File: config.mk
export PLATFORM = sky130hd
export DESIGN_NAME = instr_byte_queue
export DESIGN_NICKNAME = d
export VERILOG_FILES = /design/src/rtl/instr_byte_queue_pkg.sv /design/src/rtl/instr_byte_queue_sync_fifo.sv /design/src/rtl/instr_byte_queue.sv
export SDC_FILE = /design/constraint.sdc
export NUM_CORES = 1
export LEC_CHECK = 0
export ABC_AREA = 1
export BUFFER_PORTS_ARGS = -buffer_cell sky130_fd_sc_hd__clkbuf_2
export CELL_PAD_IN_SITES_DETAIL_PLACEMENT = 0
export CELL_PAD_IN_SITES_GLOBAL_PLACEMENT = 1
export CORE_AREA = 2 2 111 113
export DETAILED_ROUTE_END_ITERATION = 10
export DIE_AREA = 0 0 113 115
export PLACE_DENSITY = 0.69
export RECOVER_POWER = 100
export SLEW_MARGIN = 15
export SYNTH_ARGS = -nofsm -noshare
export SYNTH_HDL_FRONTEND = slang
export SYNTH_SLANG_ARGS = --single-unit
File: constraint.sdc
create_clock -name clk -period 2.13 [get_ports clk]
set_clock_uncertainty 0.05 [all_clocks]
set_input_delay 0.213 -clock clk [delete_from_list [all_inputs] [get_ports clk]]
set_output_delay 0.213 -clock clk [all_outputs]
set_load 0.1 [all_outputs]
File: src/rtl/instr_byte_queue_pkg.sv
// Shared definitions for the instruction byte queue and the compute unit:
// opcode values, instruction field layout, legality check and assembly phases.
package instr_byte_queue_pkg;

  localparam int unsigned FIELD_W = 4;
  localparam int unsigned INSTR_W = 4 * FIELD_W;

  localparam logic [FIELD_W-1:0] OP_NOP  = 4'b0000;
  localparam logic [FIELD_W-1:0] OP_LOAD = 4'b1001;
  localparam logic [FIELD_W-1:0] OP_ADD  = 4'b1010;
  localparam logic [FIELD_W-1:0] OP_SUB  = 4'b1011;
  localparam logic [FIELD_W-1:0] OP_AND  = 4'b1100;
  localparam logic [FIELD_W-1:0] OP_OR   = 4'b1101;
  localparam logic [FIELD_W-1:0] OP_NOT  = 4'b1110;
  localparam logic [FIELD_W-1:0] OP_XOR  = 4'b1111;

  // Instruction layout: opcode[15:12], tgt[11:8], src0[7:4], src1[3:0]
  typedef struct packed {
    logic [FIELD_W-1:0] opcode;
    logic [FIELD_W-1:0] tgt;
    logic [FIELD_W-1:0] src0;
    logic [FIELD_W-1:0] src1;
  } instr_t;

  // Byte assembly phase: high byte expected first, then low byte
  typedef enum logic {
    PH_HI = 1'b0,
    PH_LO = 1'b1
  } phase_e;

  function automatic logic is_legal_opcode(input logic [FIELD_W-1:0] op);
    logic legal;
    case (op)
      OP_NOP, OP_LOAD, OP_ADD, OP_SUB,
      OP_AND, OP_OR, OP_NOT, OP_XOR: legal = 1'b1;
      default:                       legal = 1'b0;
    endcase
    return legal;
  endfunction

endpackage

File: src/rtl/instr_byte_queue_sync_fifo.sv
// Synchronous FIFO with registered occupancy count. Power-of-two depth so
// pointers wrap naturally. clr_i empties the FIFO and beats push/pop.
module sync_fifo #(
  parameter int unsigned DEPTH = 4,
  parameter int unsigned WIDTH = 16
) (
  input  logic                     clk,
  input  logic                     rst,
  input  logic                     clr_i,
  input  logic                     push_i,
  input  logic                     pop_i,
  input  logic [WIDTH-1:0]         wdata_i,
  output logic [WIDTH-1:0]         rdata_o,
  output logic [$clog2(DEPTH):0]   count_o,
  output logic                     full_o,
  output logic                     empty_o
);

  localparam int unsigned AW = $clog2(DEPTH);
  localparam logic [AW:0] FULL_CNT = (AW+1)'(DEPTH);

  logic [WIDTH-1:0] mem_q [DEPTH];
  logic [AW-1:0]    wr_ptr_q, wr_ptr_d;
  logic [AW-1:0]    rd_ptr_q, rd_ptr_d;
  logic [AW:0]      count_q, count_d;
  logic             do_push, do_pop;

  assign full_o  = (count_q == FULL_CNT);
  assign empty_o = (count_q == '0);
  assign count_o = count_q;
  assign rdata_o = mem_q[rd_ptr_q];

  // Next-state for pointers and count; clear wins over any transfer
  always_comb begin
    do_push  = push_i & ~full_o;
    do_pop   = pop_i & ~empty_o;
    wr_ptr_d = wr_ptr_q;
    rd_ptr_d = rd_ptr_q;
    count_d  = count_q;
    if (clr_i) begin
      wr_ptr_d = '0;
      rd_ptr_d = '0;
      count_d  = '0;
    end else begin
      if (do_push) wr_ptr_d = wr_ptr_q + AW'(1);
      if (do_pop)  rd_ptr_d = rd_ptr_q + AW'(1);
      case ({do_push, do_pop})
        2'b10:   count_d = count_q + (AW+1)'(1);
        2'b01:   count_d = count_q - (AW+1)'(1);
        default: count_d = count_q;
      endcase
    end
  end

  // Pointer/count registers and storage write
  always_ff @(posedge clk) begin
    if (rst) begin
      wr_ptr_q <= '0;
      rd_ptr_q <= '0;
      count_q  <= '0;
      for (int unsigned i = 0; i < DEPTH; i++) mem_q[i] <= '0;
    end else begin
      wr_ptr_q <= wr_ptr_d;
      rd_ptr_q <= rd_ptr_d;
      count_q  <= count_d;
      if (do_push && !clr_i) mem_q[wr_ptr_q] <= wdata_i;
    end
  end

endmodule

File: src/rtl/instr_byte_queue.sv
// Assembles 16-bit instructions from a high-byte-first byte stream, drops
// illegal opcodes (counting them), and queues legal ones for the compute unit.
module instr_byte_queue
  import instr_byte_queue_pkg::*;
#(
  parameter int unsigned DEPTH      = 4,
  parameter int unsigned DROP_CNT_W = 8
) (
  input  logic                    clk,
  input  logic                    rst,
  input  logic [7:0]              byte_in,
  input  logic                    byte_valid,
  output logic                    byte_ready,
  input  logic                    flush,
  output logic [15:0]             instr_out,
  output logic                    instr_valid,
  input  logic                    instr_ready,
  output logic [$clog2(DEPTH):0]  fifo_count,
  output logic [DROP_CNT_W-1:0]   drop_count,
  output logic                    phase
);

  phase_e                phase_q, phase_d;
  logic [7:0]            hi_q, hi_d;
  logic [DROP_CNT_W-1:0] drop_q, drop_d;
  instr_t                word;
  logic                  accept, lo_accept, legal;
  logic                  push, pop;
  logic                  fifo_full, fifo_empty;

  // Handshake decode; byte_ready looks only at registered FIFO fullness
  always_comb begin
    byte_ready = (phase_q == PH_HI) | ~fifo_full;
    accept     = byte_valid & byte_ready;
    lo_accept  = accept & (phase_q == PH_LO);
    word       = {hi_q, byte_in};
    legal      = is_legal_opcode(word.opcode);
    push       = lo_accept & legal & ~flush;
    pop        = instr_valid & instr_ready & ~flush;
  end

  // Assembly FSM next state and high-byte capture
  always_comb begin
    phase_d = phase_q;
    hi_d    = hi_q;
    if (flush) begin
      phase_d = PH_HI;
      hi_d    = '0;
    end else if (accept) begin
      case (phase_q)
        PH_HI: begin
          hi_d    = byte_in;
          phase_d = PH_LO;
        end
        PH_LO:   phase_d = PH_HI;
        default: phase_d = PH_HI;
      endcase
    end
  end

  // Saturating illegal-opcode counter; a flushed low byte is not counted
  always_comb begin
    drop_d = drop_q;
    if (lo_accept && !legal && !flush && !(&drop_q))
      drop_d = drop_q + DROP_CNT_W'(1);
  end

  // State registers
  always_ff @(posedge clk) begin
    if (rst) begin
      phase_q <= PH_HI;
      hi_q    <= '0;
      drop_q  <= '0;
    end else begin
      phase_q <= phase_d;
      hi_q    <= hi_d;
      drop_q  <= drop_d;
    end
  end

  sync_fifo #(
    .DEPTH (DEPTH),
    .WIDTH (INSTR_W)
  ) u_fifo (
    .clk     (clk),
    .rst     (rst),
    .clr_i   (flush),
    .push_i  (push),
    .pop_i   (pop),
    .wdata_i (word),
    .rdata_o (instr_out),
    .count_o (fifo_count),
    .full_o  (fifo_full),
    .empty_o (fifo_empty)
  );

  assign instr_valid = ~fifo_empty;
  assign drop_count  = drop_q;
  assign phase       = (phase_q == PH_LO);

endmodule

### Word-level counts from Yosys, hierarchy flattened

Memories as Yosys holds them, arrays and structs flattened. A register that Yosys moved wholly into a read port is not among the register bits.
Index checks and enable logic that the tools add are counted.

* flip-flop bits (word level): 24
* RAM bits: 64
* bits in read-only memories: 16
* input port bits: 13
* output and inout port bits: 30
* logic and storage cells: 56
* memories kept: 2

* $add $sub $neg: 5
* equality and inequality tests: 3
* muxes and demuxes: 14
* bitwise gates (word level): 13
* reduce and logical (&&, ||, !) cells: 13

Memories
* u_fifo.mem_q: depth 4, width 16, rd ports 1, clocked after memory_dff 1, wr ports 4, RTL line instr_byte_queue_sync_fifo.sv:22 `logic [WIDTH-1:0] mem_q [DEPTH];`
* (name not given): depth 16, width 1, rd ports 1, clocked after memory_dff 1, wr ports 0, RTL line instr_byte_queue_pkg.sv:33 `case (op)`

Operators with widths (count)
* $mux W16: 1
* $reduce_or A16 Y1: 1
* $add A8 B1 Y8 const B: 1
* $and A1 B1 Y1: 8
* $mux W4: 2
* $reduce_and A8 Y1: 1
* $mux W1: 6
* $mux W2: 3
* $pmux W3 S2: 1
* $add A2 B1 Y2 const B: 2
* $logic_and A1 B1 Y1: 4
* $not A1 Y1: 4
* $add A3 B1 Y3 const B: 1
* $eq A3 B3 Y1 const B: 1
* $logic_not A1 Y1: 3
* $logic_not A3 Y1: 1
* $sub A3 B1 Y3 const B: 1
* $eq A2 B1 Y1 const B: 1
* $eq A2 B2 Y1 const B: 1
* $pmux W1 S2: 1
* $reduce_and A2 Y1: 1
* $reduce_bool A2 Y1: 1
* $reduce_or A2 Y1: 1
* $or A1 B1 Y1: 1

### Depth between registers and ports, before layout

Gate-level depths: netlist of the first run.

* depth after elaboration: 14
* gate-level depth with buffers: 11
* mapped depth without buffers: 11

### Modules after synthesis

From an unflattened synthesis of the first run, not the netlist that was laid out.

* cells, all modules: 441
* area total of the unflattened synthesis: 4130.2 um2

Modules (own cells, without submodules)
* sync_fifo: times used 1, cells an instance 318, area each 3261.9 um2, seq. area each 2102.0 um2
* instr_byte_queue: times used 1, cells an instance 123, area each 868.3 um2, seq. area each 360.3 um2

### Worst setup path after synthesis of the first run

OpenSTA, ideal clock, no wires.

* kind: register to register
* from: reg u_fifo.count_q[1] (netlist: u_fifo.count_o[1])
* to: reg u_fifo.count_q[2] (netlist: u_fifo.count_o[2])
* setup time: 0.123 ns
* arrival time: 3.292 ns
* required time: 1.957 ns
* slack: -1.335 ns
* stages on the path, launching flop included: 12
* buffers on the path: 0
* period minus slack after synthesis: 3.465 ns
* cell sequence: dfxtp_1 -> nor2_1 -> nand2_1 -> nand2_1 -> nor2_1 -> ha_1 -> inv_1 -> fa_1 -> a21oi_1 -> o21ai_0 -> o21ai_0 -> a21oi_1

* elaborated cells on any way between the ends: 19
* classes of those cells: add/sub (2); eq/ne (3); mux (1); bitwise (11); reduce/logical (2)

RTL lines
* start, declared: RTL line instr_byte_queue_sync_fifo.sv:25 `logic [AW:0] count_q, count_d;`
* start signal, assigned: RTL line instr_byte_queue_sync_fifo.sv:65 `count_q <= count_d;`
* $logic_not A3 Y1 (*): RTL line instr_byte_queue_sync_fifo.sv:29 `assign empty_o = (count_q == '0);`
* $not A1 Y1 (*): RTL line instr_byte_queue.sv:97 `assign instr_valid = ~fifo_empty;`
* via instr_valid: RTL line instr_byte_queue.sv:16 `output logic instr_valid,`
* $and A1 B1 Y1 (2 in a row): RTL line instr_byte_queue.sv:39 `pop = instr_valid & instr_ready & ~flush;`
* $and A1 B1 Y1 (*): RTL line instr_byte_queue_sync_fifo.sv:36 `do_pop = pop_i & ~empty_o;`
* $eq A2 B1 Y1 or $eq A2 B2 Y1 (tied branches): RTL line instr_byte_queue_sync_fifo.sv:47 `case ({do_push, do_pop})`
* $pmux W3 S2 or $reduce_bool A2 Y1 (tied branches)

The timed path passes the listed nets; every way through them passes the cells marked *.
A chain may end at the register's enable or synchronous reset.

==> flow_summary.html, run 1 <==
<table>
<tr><th>Metric</th><th>Value</th></tr>
<tr><th colspan="2">Run status</th></tr>
<tr><td>Run status</td><td>finished with violations</td></tr>
<tr><td>Violations in the final reports</td><td>design-rule violations</td></tr>
<tr><th colspan="2">Floorplanning</th></tr>
<tr><td>Core area</td><td>between 10000 and 15000 µm²</td></tr>
<tr><td>Height of the die</td><td>~120 µm</td></tr>
<tr><td>Starting Density</td><td>roughly a third</td></tr>
<tr><td>I/O Pins</td><td>43</td></tr>
<tr><td>Width of the chip</td><td>113 µm</td></tr>
<tr><td>Die Outline Area</td><td>roughly 13000 µm²</td></tr>
<tr><td>Placement row count</td><td>40</td></tr>
<tr><th colspan="2">Final layout</th></tr>
<tr><td>Antenna cells</td><td>0</td></tr>
<tr><td>Share of layout cells above drive strength 1</td><td>18.9%</td></tr>
<tr><td>Final Core Density</td><td>42.5%</td></tr>
<tr><td>Multi-input gate area</td><td>1400 µm²</td></tr>
<tr><td>Area used by sequential logic in the layout</td><td>roughly 2500 µm²</td></tr>
<tr><td>Most frequent standard cell in the layout excluding fill and tap cells</td><td>sky130_fd_sc_hd__nor2_1</td></tr>
<tr><td>Fillers</td><td>about 1200</td></tr>
<tr><td>Most frequent cells in the layout</td><td>sky130_fd_sc_hd__nor2_1 (95), sky130_fd_sc_hd__edfxtp_1 (64), sky130_fd_sc_hd__nand2_1 (60)</td></tr>
<tr><td>Post-layout nets</td><td>504</td></tr>
<tr><td>Area Growth Syn to Fin</td><td>25.2%</td></tr>
<tr><th colspan="2">Clock tree</th></tr>
<tr><td>Clock buffers created by TritonCTS</td><td>9</td></tr>
<tr><td>Maximum count of clock buffers along a single path</td><td>2</td></tr>
<tr><td>Clock network latency to the later pin of the worst-skew pair</td><td>around 340 ps</td></tr>
<tr><td>H-Tree Level Count</td><td>3</td></tr>
<tr><td>Cell chosen for the clock root</td><td>sky130_fd_sc_hd__clkbuf_16</td></tr>
<tr><td>Clock slew seen by the registers of the worst setup and hold paths</td><td>about 60 ps</td></tr>
<tr><td>Quantity of hold-fixing buffers added after cts</td><td>0</td></tr>
<tr><td>Clock tree from TritonCTS</td><td>yes</td></tr>
<tr><td>Number of sinks on the clock net</td><td>just over 90</td></tr>
<tr><th colspan="2">Worst setup path</th></tr>
<tr><td>Reg2Reg Depth</td><td>10</td></tr>
<tr><td>R2R Setup Slk</td><td>~130 ps</td></tr>
<tr><td>Critical Path End Type</td><td>output port</td></tr>
<tr><td>Critical R2R Launch</td><td>u_fifo.count_o[1]</td></tr>
<tr><td>Data arrival time of the critical path</td><td>between 1500 and 2000 ps</td></tr>
<tr><td>Worst Setup Start Kind</td><td>flop</td></tr>
<tr><td>Worst reg2reg path endpoint</td><td>u_fifo.count_o[2]</td></tr>
<tr><td>CP Capture Point</td><td>instr_out[9]</td></tr>
<tr><td>Worst Path Max Fanout</td><td>12</td></tr>
<tr><td>Required @ worst endpoint</td><td>about 1900 ps</td></tr>
<tr><td>Worst setup path category</td><td>flop to output port</td></tr>
<tr><th colspan="2">Global routing</th></tr>
<tr><td>Total Routing Usage GR</td><td>approximately 15%</td></tr>
<tr><td>Gr ovfl total</td><td>0</td></tr>
<tr><td>First-pass GRT wire length</td><td>14700 µm</td></tr>
<tr><td>Number of antenna violations at the first check in global routing</td><td>0</td></tr>
<tr><td>Largest net degree at the start of global routing</td><td>21</td></tr>
<tr><td>Via count of the first global-routing pass</td><td>2996</td></tr>
<tr><th colspan="2">Power</th></tr>
<tr><td>Switching Share</td><td>~24%</td></tr>
<tr><td>Pwr dens</td><td>between 700 and 800 nW/µm²</td></tr>
<tr><td>VDD IR max</td><td>~0.32 mV</td></tr>
<tr><td>Reported net switching power</td><td>between 0.8 and 0.9 mW</td></tr>
<tr><td>Leakage power summed over all cells</td><td>slightly above 2 nW</td></tr>
<tr><td>Part of the power in the clock network</td><td>roughly two fifths</td></tr>
<tr><td>Internal power contribution</td><td>roughly 2.8 mW</td></tr>
<tr><td>Combinational power share</td><td>between 8 and 9%</td></tr>
<tr><td>Sequential group share of total power</td><td>between 50% and 60%</td></tr>
<tr><th colspan="2">Timing</th></tr>
<tr><td>Final critical-path required period</td><td>about 2000 ps</td></tr>
<tr><td>Final worst-path setup slack</td><td>around 130 ps</td></tr>
<tr><td>Maximum achievable frequency</td><td>500 MHz</td></tr>
<tr><td>Period utilization</td><td>a little over nine tenths</td></tr>
<tr><td>Final Max Slew Viols</td><td>0</td></tr>
<tr><td>Finish-stage setup viols</td><td>0</td></tr>
<tr><td>Setup TNS after final layout</td><td>0 ps</td></tr>
<tr><td>Relative slew slack</td><td>between 20% and 30%</td></tr>
<tr><td>Slew at the pin with the worst max-slew slack</td><td>approximately 1200 ps</td></tr>
<tr><td>Final Hold Viols</td><td>0</td></tr>
<tr><th colspan="2">Drt</th></tr>
<tr><td>DR WL/cell</td><td>approximately 14 µm</td></tr>
<tr><td>Ratio of routed vias to standard cells</td><td>4.83</td></tr>
<tr><td>DRC viols</td><td>2</td></tr>
<tr><td>Post-route ant nets</td><td>0</td></tr>
<tr><td>Wire length after detailed routing</td><td>9210 µm</td></tr>
<tr><td>Iteration-0 DRC count of the detailed router</td><td>~140</td></tr>
<tr><td>Via total after detailed routing</td><td>approximately 3100</td></tr>
<tr><td>TritonRoute pass-1 iters</td><td>7</td></tr>
<tr><th colspan="2">Logic synthesis</th></tr>
<tr><td>Synth Cell Area</td><td>between 4000 and 5000 µm²</td></tr>
<tr><td>Count of state elements after synthesis</td><td>approximately 90</td></tr>
<tr><td>Async set-or-reset flop fraction in the synthesized netlist</td><td>0%</td></tr>
<tr><td>Portion of the post-synthesis area used by sequential elements</td><td>61.4%</td></tr>
<tr><td>Syn Area/Cell</td><td>around 9.2 µm²</td></tr>
<tr><td>Count of different cell masters after synthesis</td><td>26</td></tr>
<tr><td>Top FF cell, synth</td><td>sky130_fd_sc_hd__edfxtp_1</td></tr>
<tr><td>Synth warnings</td><td>0</td></tr>
<tr><td>Synthesized netlist cell count</td><td>between 400 and 500</td></tr>
<tr><td>Number of synthesized flops with an enable pin</td><td>64</td></tr>
<tr><td>Post-Synthesis Net Count</td><td>450</td></tr>
<tr><th colspan="2">Place</th></tr>
<tr><td>Number of buffer cells added on primary ports</td><td>between 40 and 50</td></tr>
<tr><td>HPWL after DPL</td><td>6340 µm</td></tr>
<tr><td>Weighted congestion at the end of routability-driven global placement</td><td>approximately 0.75</td></tr>
<tr><td>Pre-CTS setup slack</td><td>101 ps</td></tr>
<tr><th colspan="2">Hold path</th></tr>
<tr><td>Hold/Removal Path Class</td><td>primary input to flop</td></tr>
<tr><td>Cell depth of the worst min-delay path</td><td>3</td></tr>
<tr><td>Startpoint of the worst hold path</td><td>byte_in[1]</td></tr>
<tr><th colspan="2">Run</th></tr>
<tr><td>MaxCap Viol Count</td><td>0</td></tr>
</table>
## flip-flops by register name (all words and copies together) (netlist names), named ones only
| signal | cells |
|---|---|
| u_fifo.mem_q | 64 |
| hi_q | 8 |
| u_fifo.count_o | 3 |
| u_fifo.wr_ptr_q | 2 |
| phase | 1 |
| legal | 1 |
| u_fifo.rd_ptr_q | 2 |
| drop_count | 8 |
## critical path, stage by stage (launching register included)
cell,delay (ps)
sky130_fd_sc_hd__dfxtp_1,440
sky130_fd_sc_hd__clkbuf_2,300
sky130_fd_sc_hd__o21ai_0,150
sky130_fd_sc_hd__o22ai_1,300
sky130_fd_sc_hd__buf_12,220
## metal layers
metal / global-route usage [%] / up-vias / wire, µm / share of wire, %
met5: 0 / - / 0 / 0
met4: 3.90 / 0 / 152 / 1.7
met1: 17.9 / 1460 / 4050 / 44
met2: 25.9 / 67 / 4560 / 50
met3: 3.37 / 15 / 440 / 4.8
li1: - / 1547 / - / -
## logic make-up after synthesis
kind of cell / after synthesis / synth area share, %
AOI/OAI and AO/OA: 81 / 11.0
xor gates and xnor gates: 3 / 0.656
adders and majority gates: 3 / 1.12
buffers and inverters: 69 / 6.87
DFF: 91 / 61.4
and+or+nand+nor: 187 / 18.9
## stage by stage
step	instance area (µm²)	cells	hold WS, ps	total power, mW
4_1_cts	5130	640	122	3.79
3_5_place_dp	4850	624	420	2.32
3_3_place_gp	4850	624	414	2.32
2_1_floorplan	4160	434	311	2.20
5_1_grt	5020	640	131	3.86
6_report	5020	640	119	3.74
## cell usage after synthesis (2+ instances only)
cell,number,area share (%)
sky130_fd_sc_hd__buf_2,4,0.50
sky130_fd_sc_hd__nand3b_1,2,0.37
sky130_fd_sc_hd__dfxtp_1,27,13
sky130_fd_sc_hd__o22ai_1,16,2.5
sky130_fd_sc_hd__nand4_1,2,0.31
sky130_fd_sc_hd__o21ai_0,46,5.7
sky130_fd_sc_hd__clkbuf_1,10,0.94
sky130_fd_sc_hd__xor2_1,2,0.44
sky130_fd_sc_hd__nand2_1,62,5.8
sky130_fd_sc_hd__nand3_1,12,1.5
sky130_fd_sc_hd__edfxtp_1,64,48
sky130_fd_sc_hd__ha_1,2,0.62
sky130_fd_sc_hd__a21oi_1,16,2.0
sky130_fd_sc_hd__nor2_1,97,9.1
sky130_fd_sc_hd__nor3_1,10,1.2
sky130_fd_sc_hd__inv_1,52,4.9
## power groups by stage
stage,logic [mW],clock network (mW),registers [mW]
after floorplan,0.195,0,2.00
after global placement,0.325,0,1.99
after detailed placement,0.327,0,1.99
after CTS,0.328,1.51,1.95
after global routing,0.324,1.57,1.96
final,0.306,1.48,1.96
## final cells by class
class / instances / area share [%]
sequential: 91 / 49.3
inverter: 53 / 3.96
clock buffer: 10 / 4.76
timing repair buffer: 59 / 9.62
tap: 147 / 3.66
multi-input combinational: 274 / 27.8
clock inverter: 6 / 0.823
## worst min path at each step
stage	endpoint	slack, ps
4_1_cts	hi_q[1]	120
3_5_place_dp	hi_q[3]	420
2_1_floorplan	hi_q[1]	310
5_1_grt	hi_q[1]	130
3_3_place_gp	hi_q[3]	410
6_report	hi_q[1]	120
## what timing repair did
item | CTS | global route
endpoints found under the setup margin | 0 | 1
buffers inserted | 0 | 0
resized for setup | 0 | 3
Note: power is estimated with default switching activity, not from simulation.
==> inputs of run 2 (changes only) <==
ABC_AREA = 0   (was 1)
CORE_AREA = 2 2 110 112   (was 2 2 111 113)
DIE_AREA = 0 0 112 114   (was 0 0 113 115)
PLACE_DENSITY = 0.66   (was 0.69)
==> run 2 against run 1 <==
Net effect:
- the run ends with negative setup slack left
- fmax is 8.6% lower
- combinational power decreased by 2%
- clock power hardly changed
- first-iteration DRC count did not move
- largest power group unchanged
- highest routed layer unchanged
==> flow_summary.html, run 2 <==
<table>
<tr><th>Metric</th><th>Value</th></tr>
<tr><th colspan="2">Run status</th></tr>
<tr><td>Run status</td><td>finished with violations</td></tr>
<tr><td>Violations in the final reports</td><td>negative setup slack</td></tr>
<tr><th colspan="2">Final layout</th></tr>
<tr><td>Share of layout cells above drive strength 1</td><td>33.3% (+14 points)</td></tr>
<tr><td>Area Growth Syn to Fin</td><td>27.5%</td></tr>
<tr><td>Register name with the most flops</td><td>u_fifo.mem_q</td></tr>
<tr><td>Area used by sequential logic in the layout</td><td>2480 µm² (+0.35%)</td></tr>
<tr><td>Antenna cells</td><td>0 (unchanged)</td></tr>
<tr><td>Most frequent cells in the layout</td><td>sky130_fd_sc_hd__edfxtp_1 (64), sky130_fd_sc_hd__and2_1 (48), sky130_fd_sc_hd__clkbuf_2 (25)</td></tr>
<tr><td>Fillers</td><td>1100 (-8.2%)</td></tr>
<tr><td>Most frequent standard cell in the layout excluding fill and tap cells</td><td>sky130_fd_sc_hd__edfxtp_1</td></tr>
<tr><td>Max reg flops</td><td>64 (unchanged)</td></tr>
<tr><td>Multi-input gate area</td><td>1450 µm² (+3.5%)</td></tr>
<tr><td>Post-layout nets</td><td>371 (-26%)</td></tr>
<tr><th colspan="2">Floorplanning</th></tr>
<tr><td>Core area</td><td>11700 µm² (-0.85%)</td></tr>
<tr><td>I/O Pins</td><td>43 (unchanged)</td></tr>
<tr><td>Placement row count</td><td>40 (unchanged)</td></tr>
<tr><td>Width of the chip</td><td>112 µm (-0.88%)</td></tr>
<tr><td>Height of the die</td><td>114 µm (-0.87%)</td></tr>
<tr><td>Die Outline Area</td><td>12800 µm² (-1.7%)</td></tr>
<tr><td>Starting Density</td><td>33.9% (about the same)</td></tr>
<tr><th colspan="2">Power</th></tr>
<tr><td>VDD IR max</td><td>0.452 mV (+41%)</td></tr>
<tr><td>Sequential group share of total power</td><td>52.5% (+0.2 points)</td></tr>
<tr><td>Reported net switching power</td><td>0.879 mW (-2.2%)</td></tr>
<tr><td>Pwr dens</td><td>733 nW/µm² (-1.6%)</td></tr>
<tr><td>Part of the power in the clock network</td><td>39.4% (about the same)</td></tr>
<tr><td>Combinational power share</td><td>8.0% (-0.2 points)</td></tr>
<tr><td>Leakage power summed over all cells</td><td>1.92 nW (-6.9%)</td></tr>
<tr><td>Switching Share</td><td>23.7% (-0.37 points)</td></tr>
<tr><td>Internal power contribution</td><td>2.83 mW (-0.21%)</td></tr>
<tr><th colspan="2">Timing</th></tr>
<tr><td>Final worst-path setup slack</td><td>-57.5 ps (-188 ps)</td></tr>
<tr><td>Relative slew slack</td><td>23.4% (+1.0 points)</td></tr>
<tr><td>RSZ-0062 raised after global routing</td><td>true</td></tr>
<tr><td>Slew at the pin with the worst max-slew slack</td><td>1150 ps (-15.0 ps)</td></tr>
<tr><td>Final Max Slew Viols</td><td>0 (unchanged)</td></tr>
<tr><td>Maximum achievable frequency</td><td>457 MHz (-8.6%)</td></tr>
<tr><td>Final critical-path required period</td><td>2190 ps (+188 ps)</td></tr>
<tr><td>Worst Hold Slack</td><td>116 ps (-2.72 ps)</td></tr>
<tr><td>Setup TNS after final layout</td><td>-57.5 ps (-57.5 ps)</td></tr>
<tr><td>Finish-stage setup viols</td><td>1 (+1)</td></tr>
<tr><td>Period utilization</td><td>103% (+8.8 points)</td></tr>
<tr><td>Final Hold Viols</td><td>0 (unchanged)</td></tr>
<tr><th colspan="2">Logic synthesis</th></tr>
<tr><td>Synth Cell Area</td><td>3970 µm² (-0.84%)</td></tr>
<tr><td>Post-synthesis cell type with the largest combined area</td><td>sky130_fd_sc_hd__edfxtp_1</td></tr>
<tr><td>Top area cells in the synthesized netlist</td><td>sky130_fd_sc_hd__edfxtp_1 (48%), sky130_fd_sc_hd__dfxtp_1 (14%), sky130_fd_sc_hd__mux4_2 (9.1%), sky130_fd_sc_hd__and2_1 (7.7%), sky130_fd_sc_hd__and3_1 (2.5%)</td></tr>
<tr><td>Post-Synthesis Net Count</td><td>310 (-31%)</td></tr>
<tr><td>Syn Area/Cell</td><td>13.5 µm² (+46%)</td></tr>
<tr><td>Top-area cell type share of the netlist area</td><td>48.4% (+0.41 points)</td></tr>
<tr><td>Commonest cells in the synthesized netlist</td><td>sky130_fd_sc_hd__edfxtp_1 (64), sky130_fd_sc_hd__and2_1 (49), sky130_fd_sc_hd__dfxtp_1 (27)</td></tr>
<tr><td>Synth warnings</td><td>0 (unchanged)</td></tr>
<tr><td>Number of synthesized flops with an enable pin</td><td>64 (unchanged)</td></tr>
<tr><td>Library cell with the highest instance count after synthesis</td><td>sky130_fd_sc_hd__edfxtp_1</td></tr>
<tr><td>Synthesized netlist cell count</td><td>294 (-32%)</td></tr>
<tr><td>Count of state elements after synthesis</td><td>91 (unchanged)</td></tr>
<tr><td>Count of different cell masters after synthesis</td><td>39 (+50%)</td></tr>
<tr><td>Portion of the post-synthesis area used by sequential elements</td><td>62.0% (+0.52 points)</td></tr>
<tr><td>Async set-or-reset flop fraction in the synthesized netlist</td><td>0% (unchanged)</td></tr>
<tr><td>Top FF cell, synth</td><td>sky130_fd_sc_hd__edfxtp_1</td></tr>
<tr><th colspan="2">Worst setup path</th></tr>
<tr><td>Worst Path Max Fanout</td><td>3 (-9)</td></tr>
<tr><td>Logic depth of the worst path, buffers included</td><td>9 (+5)</td></tr>
<tr><td>Worst-path cell with the longest stage delay</td><td>sky130_fd_sc_hd__or3b_4</td></tr>
<tr><td>Data arrival time of the critical path</td><td>2400 ps (+660 ps)</td></tr>
<tr><td>Worst Setup Start Kind</td><td>flop</td></tr>
<tr><td>Sequence of cells on the critical path</td><td>or3b_4 -&gt; and2_4 -&gt; inv_4 -&gt; ha_4 -&gt; inv_2 -&gt; fa_2 -&gt; xor2_1 -&gt; or3_1 -&gt; a21oi_2</td></tr>
<tr><td>Critical Path End Type</td><td>flop</td></tr>
<tr><td>Reg2Reg Depth</td><td>9 (-1)</td></tr>
<tr><td>Biggest cell delay along the critical path</td><td>400 ps (-40 ps)</td></tr>
<tr><td>Worst setup path category</td><td>flop to flop</td></tr>
<tr><td>Worst path bufs/invs</td><td>2 (unchanged)</td></tr>
<tr><td>Required @ worst endpoint</td><td>2350 ps (+480 ps)</td></tr>
<tr><td>Cell family with most CP delay</td><td>simple AND/OR/NAND/NOR gates</td></tr>
<tr><th colspan="2">Clock tree</th></tr>
<tr><td>Clock buffers created by TritonCTS</td><td>9 (unchanged)</td></tr>
<tr><td>Clock tree from TritonCTS</td><td>yes</td></tr>
<tr><td>Cell chosen for the clock root</td><td>sky130_fd_sc_hd__clkbuf_16</td></tr>
<tr><td>Clock slew seen by the registers of the worst setup and hold paths</td><td>60 ps (about the same)</td></tr>
<tr><td>H-Tree Level Count</td><td>3 (unchanged)</td></tr>
<tr><td>Clock network latency to the later pin of the worst-skew pair</td><td>340 ps (about the same)</td></tr>
<tr><td>Number of sinks on the clock net</td><td>91 (unchanged)</td></tr>
<tr><td>Maximum count of clock buffers along a single path</td><td>2 (unchanged)</td></tr>
<tr><td>Quantity of hold-fixing buffers added after cts</td><td>0 (unchanged)</td></tr>
<tr><th colspan="2">Place</th></tr>
<tr><td>HPWL after DPL</td><td>5270 µm (-17%)</td></tr>
<tr><td>Number of buffer cells added on primary ports</td><td>42 (unchanged)</td></tr>
<tr><td>Weighted congestion at the end of routability-driven global placement</td><td>0.767 (+2.0%)</td></tr>
<tr><td>Pre-CTS setup slack</td><td>-63.4 ps (-165 ps)</td></tr>
<tr><th colspan="2">Global routing</th></tr>
<tr><td>Gr ovfl total</td><td>0 (unchanged)</td></tr>
<tr><td>Number of antenna violations at the first check in global routing</td><td>0 (unchanged)</td></tr>
<tr><td>First-pass GRT wire length</td><td>13600 µm (-7.5%)</td></tr>
<tr><td>Via count of the first global-routing pass</td><td>2512 (-16%)</td></tr>
<tr><td>Total Routing Usage GR</td><td>14.2% (-0.39 points)</td></tr>
<tr><td>Largest net degree at the start of global routing</td><td>33 (+57%)</td></tr>
<tr><th colspan="2">Hold path</th></tr>
<tr><td>Cell depth of the worst min-delay path</td><td>3 (unchanged)</td></tr>
<tr><td>Hold/Removal Path Class</td><td>primary input to flop</td></tr>
<tr><th colspan="2">Drt</th></tr>
<tr><td>TritonRoute pass-1 iters</td><td>4 (-3)</td></tr>
<tr><td>Wire length after detailed routing</td><td>8350 µm (-9.4%)</td></tr>
<tr><td>Via total after detailed routing</td><td>2503 (-19%)</td></tr>
<tr><td>Iteration-0 DRC count of the detailed router</td><td>142 (unchanged)</td></tr>
<tr><td>Ratio of routed vias to standard cells</td><td>4.94 (+2.3%)</td></tr>
<tr><td>DRC viols</td><td>0 (-2)</td></tr>
<tr><td>Post-route ant nets</td><td>0 (unchanged)</td></tr>
<tr><td>DR WL/cell</td><td>16.5 µm (+14%)</td></tr>
<tr><th colspan="2">Run</th></tr>
<tr><td>MaxCap Viol Count</td><td>0 (unchanged)</td></tr>
</table>
[run 2: cells by family after synthesis]
| group | share of synthesized area [%] |
|---|---|
| and+or+nand+nor | 18.3 |
| DFF | 62.0 |
| AOI/OAI and AO/OA | 4.50 |
| buffers and inverters | 2.74 |
| muxes | 9.57 |
| xor gates and xnor gates | 1.76 |
| adders and majority gates | 1.13 |
[run 2: what timing repair did]
item                       4_1_cts  5_1_grt
resized for setup                1        3
setup buffers                    0        4
pin swaps                        0        2
setup endpoints to repair        1       19
cloned                           0        0
[run 2: final cells by class]
cell class,instances,share of cell area [%]
Sequential cell,91,49.0
Multi-Input combinational cell,181,28.6
Timing Repair Buffer,66,12.8
Clock buffer,10,4.52
Tap cell,147,3.63
Clock inverter,6,0.988
Inverter,6,0.494
[run 2: power by group through the flow]
stage               clock network (mW)  registers [mW]  logic [mW]
finish                            1.46            1.95       0.299
global route                      1.59            1.96       0.316
CTS                               1.51            1.95       0.303
detailed placement                   0            1.99       0.303
global placement                     0            1.99       0.301
floorplan                            0            1.99       0.172
[run 2: worst paths after layout]
kind                                           to              start  slack, ps
worst max-delay path            u_fifo.count_o[2]  u_fifo.count_o[0]        -60
worst min-delay path                      hi_q[1]         byte_in[1]        120
worst max register to register  u_fifo.count_o[2]  u_fifo.count_o[0]        -60
worst min register to register      drop_count[5]      drop_count[5]        440
[run 2: metal layers]
layer / global-route usage (%) / part of all wire (%) / vias up / wire, µm
met5: 0 / 0 / - / 0
met4: 4.15 / 1.0 / 0 / 85
met3: 4.25 / 3.6 / 6 / 303
met2: 23.0 / 48 / 47 / 4030
met1: 18.6 / 47 / 1251 / 3930
li1: - / - / 1199 / -
[run 2: worst min-delay path: stages]
cell and delay (ps):
sky130_fd_sc_hd__clkbuf_2 120, sky130_fd_sc_hd__nand2_1 70, sky130_fd_sc_hd__a21oi_1 50
[run 2: per-stage QoR]
| stage | power (mW) | std cells | cell area [µm²] | utilization (%) |
|---|---|---|---|---|
| 5_1_grt | 3.86 | 507 | 5060 | 43.2 |
| 3_5_place_dp | 2.29 | 487 | 4750 | 40.5 |
| 3_3_place_gp | 2.29 | 487 | 4750 | 40.5 |
| 4_1_cts | 3.77 | 503 | 5030 | 43.0 |
| 2_1_floorplan | 2.16 | 294 | 4030 | - |
| 6_report | 3.71 | 507 | 5060 | 43.2 |
